==> src/rtl/preproc_str_tx.sv <==
// Serializes a NUL-left-padded packed ASCII string onto a valid/ready byte stream.
// Leading NUL padding is skipped; the first character goes out first.
module preproc_str_tx #(
  parameter int unsigned MAX_CHARS = 80,
  parameter int unsigned CNT_W     = 7
) (
  input  logic                     clk,
  input  logic                     rst_n,
  input  logic [8*MAX_CHARS-1:0]   str_in,
  input  logic                     start,
  output logic                     busy,
  output logic [7:0]               out_data,
  output logic                     out_valid,
  input  logic                     out_ready,
  output logic                     out_last,
  output logic                     done,
  output logic                     empty,
  output logic [CNT_W-1:0]         count
);

  localparam int unsigned IDX_W = (MAX_CHARS > 1) ? $clog2(MAX_CHARS) : 1;

  typedef enum logic [1:0] {IDLE, SCAN, SEND, DONE} state_t;

  state_t                         state_q, state_d;
  logic [MAX_CHARS-1:0][7:0]      cap_q, cap_d;
  logic [IDX_W-1:0]               idx_q, idx_d, idx_dec;
  logic                           primed_q, primed_d;
  logic [7:0]                     cur_byte, next_byte;
  logic [7:0]                     out_data_d;
  logic                           out_valid_d, out_last_d, done_d, empty_d, busy_d;
  logic [CNT_W-1:0]               count_d;

  assign idx_dec   = idx_q - IDX_W'(1);
  assign cur_byte  = cap_q[idx_q];
  assign next_byte = cap_q[idx_dec];

  // State, capture and output registers
  always_ff @(posedge clk) begin
    if (!rst_n) begin
      state_q   <= IDLE;
      cap_q     <= '0;
      idx_q     <= '0;
      primed_q  <= 1'b0;
      out_data  <= 8'h00;
      out_valid <= 1'b0;
      out_last  <= 1'b0;
      done      <= 1'b0;
      empty     <= 1'b0;
      busy      <= 1'b0;
      count     <= '0;
    end else begin
      state_q   <= state_d;
      cap_q     <= cap_d;
      idx_q     <= idx_d;
      primed_q  <= primed_d;
      out_data  <= out_data_d;
      out_valid <= out_valid_d;
      out_last  <= out_last_d;
      done      <= done_d;
      empty     <= empty_d;
      busy      <= busy_d;
      count     <= count_d;
    end
  end

  // Next-state and next-output logic
  always_comb begin
    state_d     = state_q;
    cap_d       = cap_q;
    idx_d       = idx_q;
    primed_d    = primed_q;
    out_data_d  = out_data;
    out_valid_d = out_valid;
    out_last_d  = out_last;
    done_d      = 1'b0;
    empty_d     = 1'b0;
    count_d     = count;

    case (state_q)
      IDLE: begin
        if (start) begin
          cap_d    = str_in;
          idx_d    = IDX_W'(MAX_CHARS - 1);
          count_d  = '0;
          primed_d = 1'b0;
          state_d  = SCAN;
        end
      end
      SCAN: begin
        // First SCAN cycle only arms the scan so the captured copy is settled
        if (!primed_q) begin
          primed_d = 1'b1;
        end else if (cur_byte != 8'h00) begin
          state_d     = SEND;
          out_valid_d = 1'b1;
          out_data_d  = cur_byte;
          out_last_d  = (idx_q == '0);
        end else if (idx_q != '0) begin
          idx_d = idx_dec;
        end else begin
          state_d = DONE;
          done_d  = 1'b1;
          empty_d = 1'b1;
        end
      end
      SEND: begin
        if (out_ready) begin
          count_d = count + CNT_W'(1);
          if (idx_q == '0) begin
            state_d     = DONE;
            out_valid_d = 1'b0;
            out_last_d  = 1'b0;
            done_d      = 1'b1;
          end else begin
            idx_d      = idx_dec;
            out_data_d = next_byte;
            out_last_d = (idx_dec == '0);
          end
        end
      end
      DONE: begin
        state_d = IDLE;
      end
      default: begin
        state_d = IDLE;
      end
    endcase

    busy_d = (state_d != IDLE);
  end

endmodule

==> config.mk <==
export PLATFORM = sky130hd
export DESIGN_NAME = preproc_str_tx
export DESIGN_NICKNAME = d
export VERILOG_FILES = /design/src/rtl/preproc_str_tx.sv
export SDC_FILE = /design/constraint.sdc
export NUM_CORES = 2
export LEC_CHECK = 0
export BUFFER_PORTS_ARGS = -buffer_cell sky130_fd_sc_hd__buf_2
export CELL_PAD_IN_SITES_DETAIL_PLACEMENT = 1
export CELL_PAD_IN_SITES_GLOBAL_PLACEMENT = 1
export CORE_MARGIN = 8
export CORE_UTILIZATION = 25
export DETAILED_ROUTE_END_ITERATION = 8
export HOLD_SLACK_MARGIN = 0.12
export PLACE_DENSITY = 0.64
export RECOVER_POWER = 25
export SYNTH_ARGS = -nofsm -noshare
export SYNTH_HDL_FRONTEND = slang
export SYNTH_SLANG_ARGS = --single-unit
==> constraint.sdc <==
create_clock -name clk -period 6.56 [get_ports clk]
set_input_delay 0.656 -clock clk [delete_from_list [all_inputs] [get_ports clk]]
set_output_delay 0.656 -clock clk [all_outputs]
set_load 0.005 [all_outputs]
Yosys cells after proc, flatten, opt, wreduce, memory -nomap -nowiden
Cells that the tools add are included. W data, S select, Z words.

Register bits after elaboration: 670. Input port bits: 644. Output and inout port bits: 20. Logic and storage cells: 167.

Add/subtract/negate cells: 2. $lt $le $gt $ge: 2. Equality and inequality tests: 11. Multiplexer cells: 44. Reduce and logical (&&, ||, !) cells: 18.

Operators with widths (count): $bmux W8 S7 (2); $mux W7 (8); $mux W8 (6); $pmux W7 S3 (1); $lt A7 B8 Y1 const B (2); $ne A2 B2 Y1 const B (8); $pmux W8 S2 (1); $logic_not A7 Y1 (2); $mux W1 (14); $pmux W7 S2 (1); $mux W2 (6); $reduce_and A5 Y1 (2); $pmux W1 S2 (4); $pmux W2 S4 (1); $reduce_bool A2 Y1 (4); $reduce_bool A8 Y1 (1); $add A7 B1 Y7 const B (1); $reduce_and A7 Y1 (1); $reduce_bool A7 Y1 (1); $sub A7 B1 Y7 const B (1); $reduce_and A2 Y1 (3); $eq A2 B2 Y1 const B (2); $reduce_and A4 Y1 (1); $reduce_and A3 Y1 (1); other kinds (3) (3).

Logic depth before layout (Yosys ltp)
Depth in word-level cells: 7. Gate-level depth with buffers: 16. Mapped depth without buffers: 10.

Least setup slack after synthesis
OpenSTA, ideal clock, no wires.

Kind: register to register. Start: reg idx_q[0]. End: reg out_data[1]. Arrival time: 4012 ps. Path slack: 2417 ps. Cell stages (with the launch flop): 16. Buffers on the path: 7. Period minus slack after synthesis: 4143 ps. Cells stage by stage: dfxtp_1 buf_6 inv_2 buf_2 buf_2 ha_1 clkbuf_1 clkbuf_1 clkbuf_1 clkbuf_1 mux4_2 mux4_2 mux2i_1 a21oi_1 a221oi_1 o41ai_1.

Longest elaborated chain between the ends: 6. Elaborated cells between the ends (all ways): 15. Classes of those cells: add/sub (1); eq/ne (2); mux (9); reduce/logical (3).

Ends and longest elaborated chain: start, declared (RTL line 27) `logic [IDX_W-1:0] idx_q, idx_d, idx_dec;`; start signal, assigned (RTL line 55) `idx_q <= idx_d;`; $sub A7 B1 Y7 (RTL line 34) `assign idx_dec = idx_q - IDX_W'(1);`; $bmux W8 S7 (RTL line 36) `assign next_byte = cap_q[idx_dec];`; $mux W8 (implied by the code) (RTL line 36); $mux W8 (RTL line 110) `if (idx_q == '0) begin`; $mux W8 (RTL line 108) `if (out_ready) begin`; $pmux W8 S2 (RTL line 80) `case (state_q)`; end signal, assigned (RTL line 57) `out_data <= out_data_d;`; end, declared (RTL line 12) `output logic [7:0] out_data,`.

Parallel ways exist; a longest one is shown, timed or not. The select of a mux whose other input is x is not followed. A chain may end at the register's enable or synchronous reset.

Worst setup path in the final report
Start: reg state_q[0]. End: reg cap_q[369] (netlist bit).

Longest elaborated chain between the ends: 2.

Ends and longest elaborated chain: start, declared (RTL line 25) `state_t state_q, state_d;`; start signal, assigned (RTL line 53) `state_q <= state_d;`; $logic_not A2 Y1 (RTL line 80); $reduce_and A2 Y1 (no source line); end signal, assigned (RTL line 54) `cap_q <= cap_d;`; end, declared (RTL line 26) `logic [MAX_CHARS-1:0][7:0] cap_q, cap_d;`.

Every way passes these cells.

==> summary.md <==
| Metric | Value |
|---|---|
| Critical path cell sequence | inv_1 > ha_1 > and2_0 > buf_12 > nand2_1 > a21oi_1 |
| Area after DPL | 38500 µm² |
| Post-synth EDFFs | 0 |
| Fin nets | 4844 |
| HP Class | input port to flop |
| Total Routed Length | 164000 µm |
| Post-synthesis register bit count | 670 |
| CTS root buf | clkbuf_16 |
| HPWL after detailed placement | 124000 µm |
| Cts hold-fix bufs | 0 |
| Worst-skew pair later-pin latency | 0.67 ns |
| CTS tree | done |
| Worst R2R Path Depth | 6 |
| Syn Std Cell Area | 34000 µm² |
| Hold Path Stages | 3 |
| IO buf count | 663 |
| RSZ-0062 raised after global routing | false |
| Vias in the first global route | 32114 |
| Static Leak | 15.5 nW |
| Critical path startpoint category | flop |
| Yosys top cell area share | 0.394 |
| Num CTS Buffers | 84 |
| Yosys cell types | 79 |
| Initial DRC count | 2780 |
| # DRC | 0 |
| Area leader, netlist | dfxtp_1 |
| Final WS setup | 1.41 ns |
| Arr. time, crit path | 5.73 ns |
| Number of synthesis warnings | 0 |
| IO Count | 664 |
| Seq/Total Area, Yosys | 0.394 |
| Clock skew | 0.0242 ns |
| Number of post-CTS setup repair buffers | 0 |
| Max Fclk | 0.194 GHz |
| Vias per std cell | 5.22 |
| Failing checks | max-capacitance violations, max-slew violations |
| Slowest Stage Delay on Critical Path | 2.71 ns |
| Synth cell count leaders | 1342 x nand2_1, 670 x dfxtp_1, 658 x a21oi_1 |
| Period utilisation layout | 0.785 |
| Overall fraction of global-route tracks in use | 0.211 |
| Critical setup path kind | flop to flop |
| Initial antenna violation count | 83 |
| Initial Utilization | 0.251 |
| Final setup vio count | 0 |
| GP Congestion | 0.866 |
| Final Hold Viols | 0 |
| CP Max Fanout | 199 |
| Htree depth | 3 |
| Routed vias | 31799 |
| Crit path capture type | flop |
| Synthesis-to-finish area growth | 22.3% |
| Post-place setup slack | 1.75 ns |
| Clk slew on worst S/H paths | 0.07 ns |
| Core area | 135000 µm² |
| Number of cell rows | 135 |
| Finished Cell Area | 41600 µm² |
| Largest net degree at the start of global routing | 227 |
| CP required | 7.14 ns |
| Cell Pwr Density | 466 nW/µm² |
| ANT nets after route | 0 |
| Die W | 385 µm |
| Cells after Synth | 3743 |
| Most used DFF post-synth | dfxtp_1 |
| Largest cells by area after synthesis | dfxtp_1 39%, mux4_2 22%, nand2_1 15% |
| Slew @ Worst Pin | 5.16 ns |
| DIE AREA | 148000 µm² |
| CTS resizes | 0 |
| Count leader, synth | nand2_1 |
| Slew Viols, Final | 169 |
| Drt wl/cell | 26.9 µm |
| Global route overflow | 0 |
| Syn avg cell area | 9.09 µm² |
| Maximum VDD drop | 0.358 mV |
| Tmin final | 5.15 ns |
| Die H | 385 µm |
| Clk buf depth | 3 |
| Maxcap violations | 2 |
| Worst slew margin | -2.44 |
| Clock sinks | 670 |
| Critical path's slowest cell | and2_0 |
| First-pass GRT wire length | 231000 µm |
| Outcome | finished, violations left |
| Share of cells above drive strength 1 | 0.285 |
| Asr flop ratio synth | 0 |
| Drt first pass iters | 5 |
| Setup TNS | 0 ns |
| Net Count, Synth | 4394 |
[final timing paths]
kind | slack, ns | end | from
setup / recovery | 1.41 | cap_q[369] | state_q[0]
hold / removal | 0.22 | cap_q[376] | str_in[376]
setup reg to reg | 1.41 | cap_q[369] | state_q[0]
hold reg to reg | 0.47 | cap_q[532] | cap_q[532]
[cells in the final DEF, fill, tap and decap left out, drive strengths merged, types with 6 or more instances in the layout]
| cell type | count |
|---|---|
| and2 | 12 |
| dfxtp | 670 |
| bufinv | 11 |
| o211ai | 9 |
| nand3 | 16 |
| clkinv | 16 |
| a22oi | 13 |
| o21ai | 22 |
| nand2 | 1342 |
| inv | 17 |
| a211oi | 14 |
| diode | 45 |
| mux2i | 72 |
| o31ai | 7 |
| o221ai | 7 |
| buf | 689 |
| nand2b | 6 |
| or3 | 10 |
| mux2 | 13 |
| a221oi | 14 |
| nor3 | 15 |
| nor2 | 56 |
| a2111oi | 6 |
| mux4 | 339 |
| clkbuf | 131 |
| a21oi | 658 |
| xor2 | 7 |
| ha | 7 |
| a31oi | 7 |
[state kept, by name, summed over array words and instances (netlist names), 2 cells and up]
name      flops
count         7
state_q       2
cap_q       640
out_data      8
idx_q         7
[kinds of logic (layout without fill, tap and decap cells)]
family	after synthesis	in the layout	share of synthesized area
AND/OR/NAND/NOR	1487	1487	0.172
buffers and inverters	350	868	0.0494
other	0	45	0
XOR/XNOR	10	10	0.00302
AO/OA/AOI/OAI	795	795	0.128
flip-flops	670	670	0.394
adder cells (fa/ha/maj)	7	7	0.00258
multiplexers	424	424	0.250
[layer usage]
layer | share of wire | track usage | vias to the layer above
met3 | 0.075 | 0.0427 | 357
met1 | 0.40 | 0.271 | 15882
met4 | 0.054 | 0.108 | 24
met5 | 0.00097 | 0 | -
li1 | - | - | 14141
met2 | 0.47 | 0.337 | 1395
[final cells by class]
cell class,instances,area (µm²)
clock inverters,36,504
repair buffers,702,3770
multi-input cells,2723,19000
diodes,45,113
clock buffers,118,2520
inverters,12,52.6
flip-flops and latches,670,13400
fillers,15818,93700
well taps,1781,2230
[critical path, delay by kind of cell (launching register included)]
family	cells	cell delay, ns
buffers and inverters	2	0.66
AND/OR/NAND/NOR	2	3.09
AO/OA/AOI/OAI	1	0.20
flip-flops	1	0.37
adder cells (fa/ha/maj)	1	0.43
[report_power, final]
part	total (mW)	switching, mW	leakage (nW)	internal (mW)
registers	5.81	0.984	5.50	4.82
clock network	5.10	1.97	1.49	3.12
logic	8.48	5.10	8.55	3.38
[metrics by stage]
step                       util  total power, mW  hold slack (ns)  std cells
after global placement    0.284             14.2            0.454       5888
after detailed placement  0.284             14.3            0.463       5888
after CTS                 0.307             19.5            0.169       6042
after global routing      0.307             20.3            0.195       6066
after floorplan               -             11.3            0.441       3743
final                     0.307             19.4            0.225       6087
Note: power is estimated with default switching activity, not from simulation.
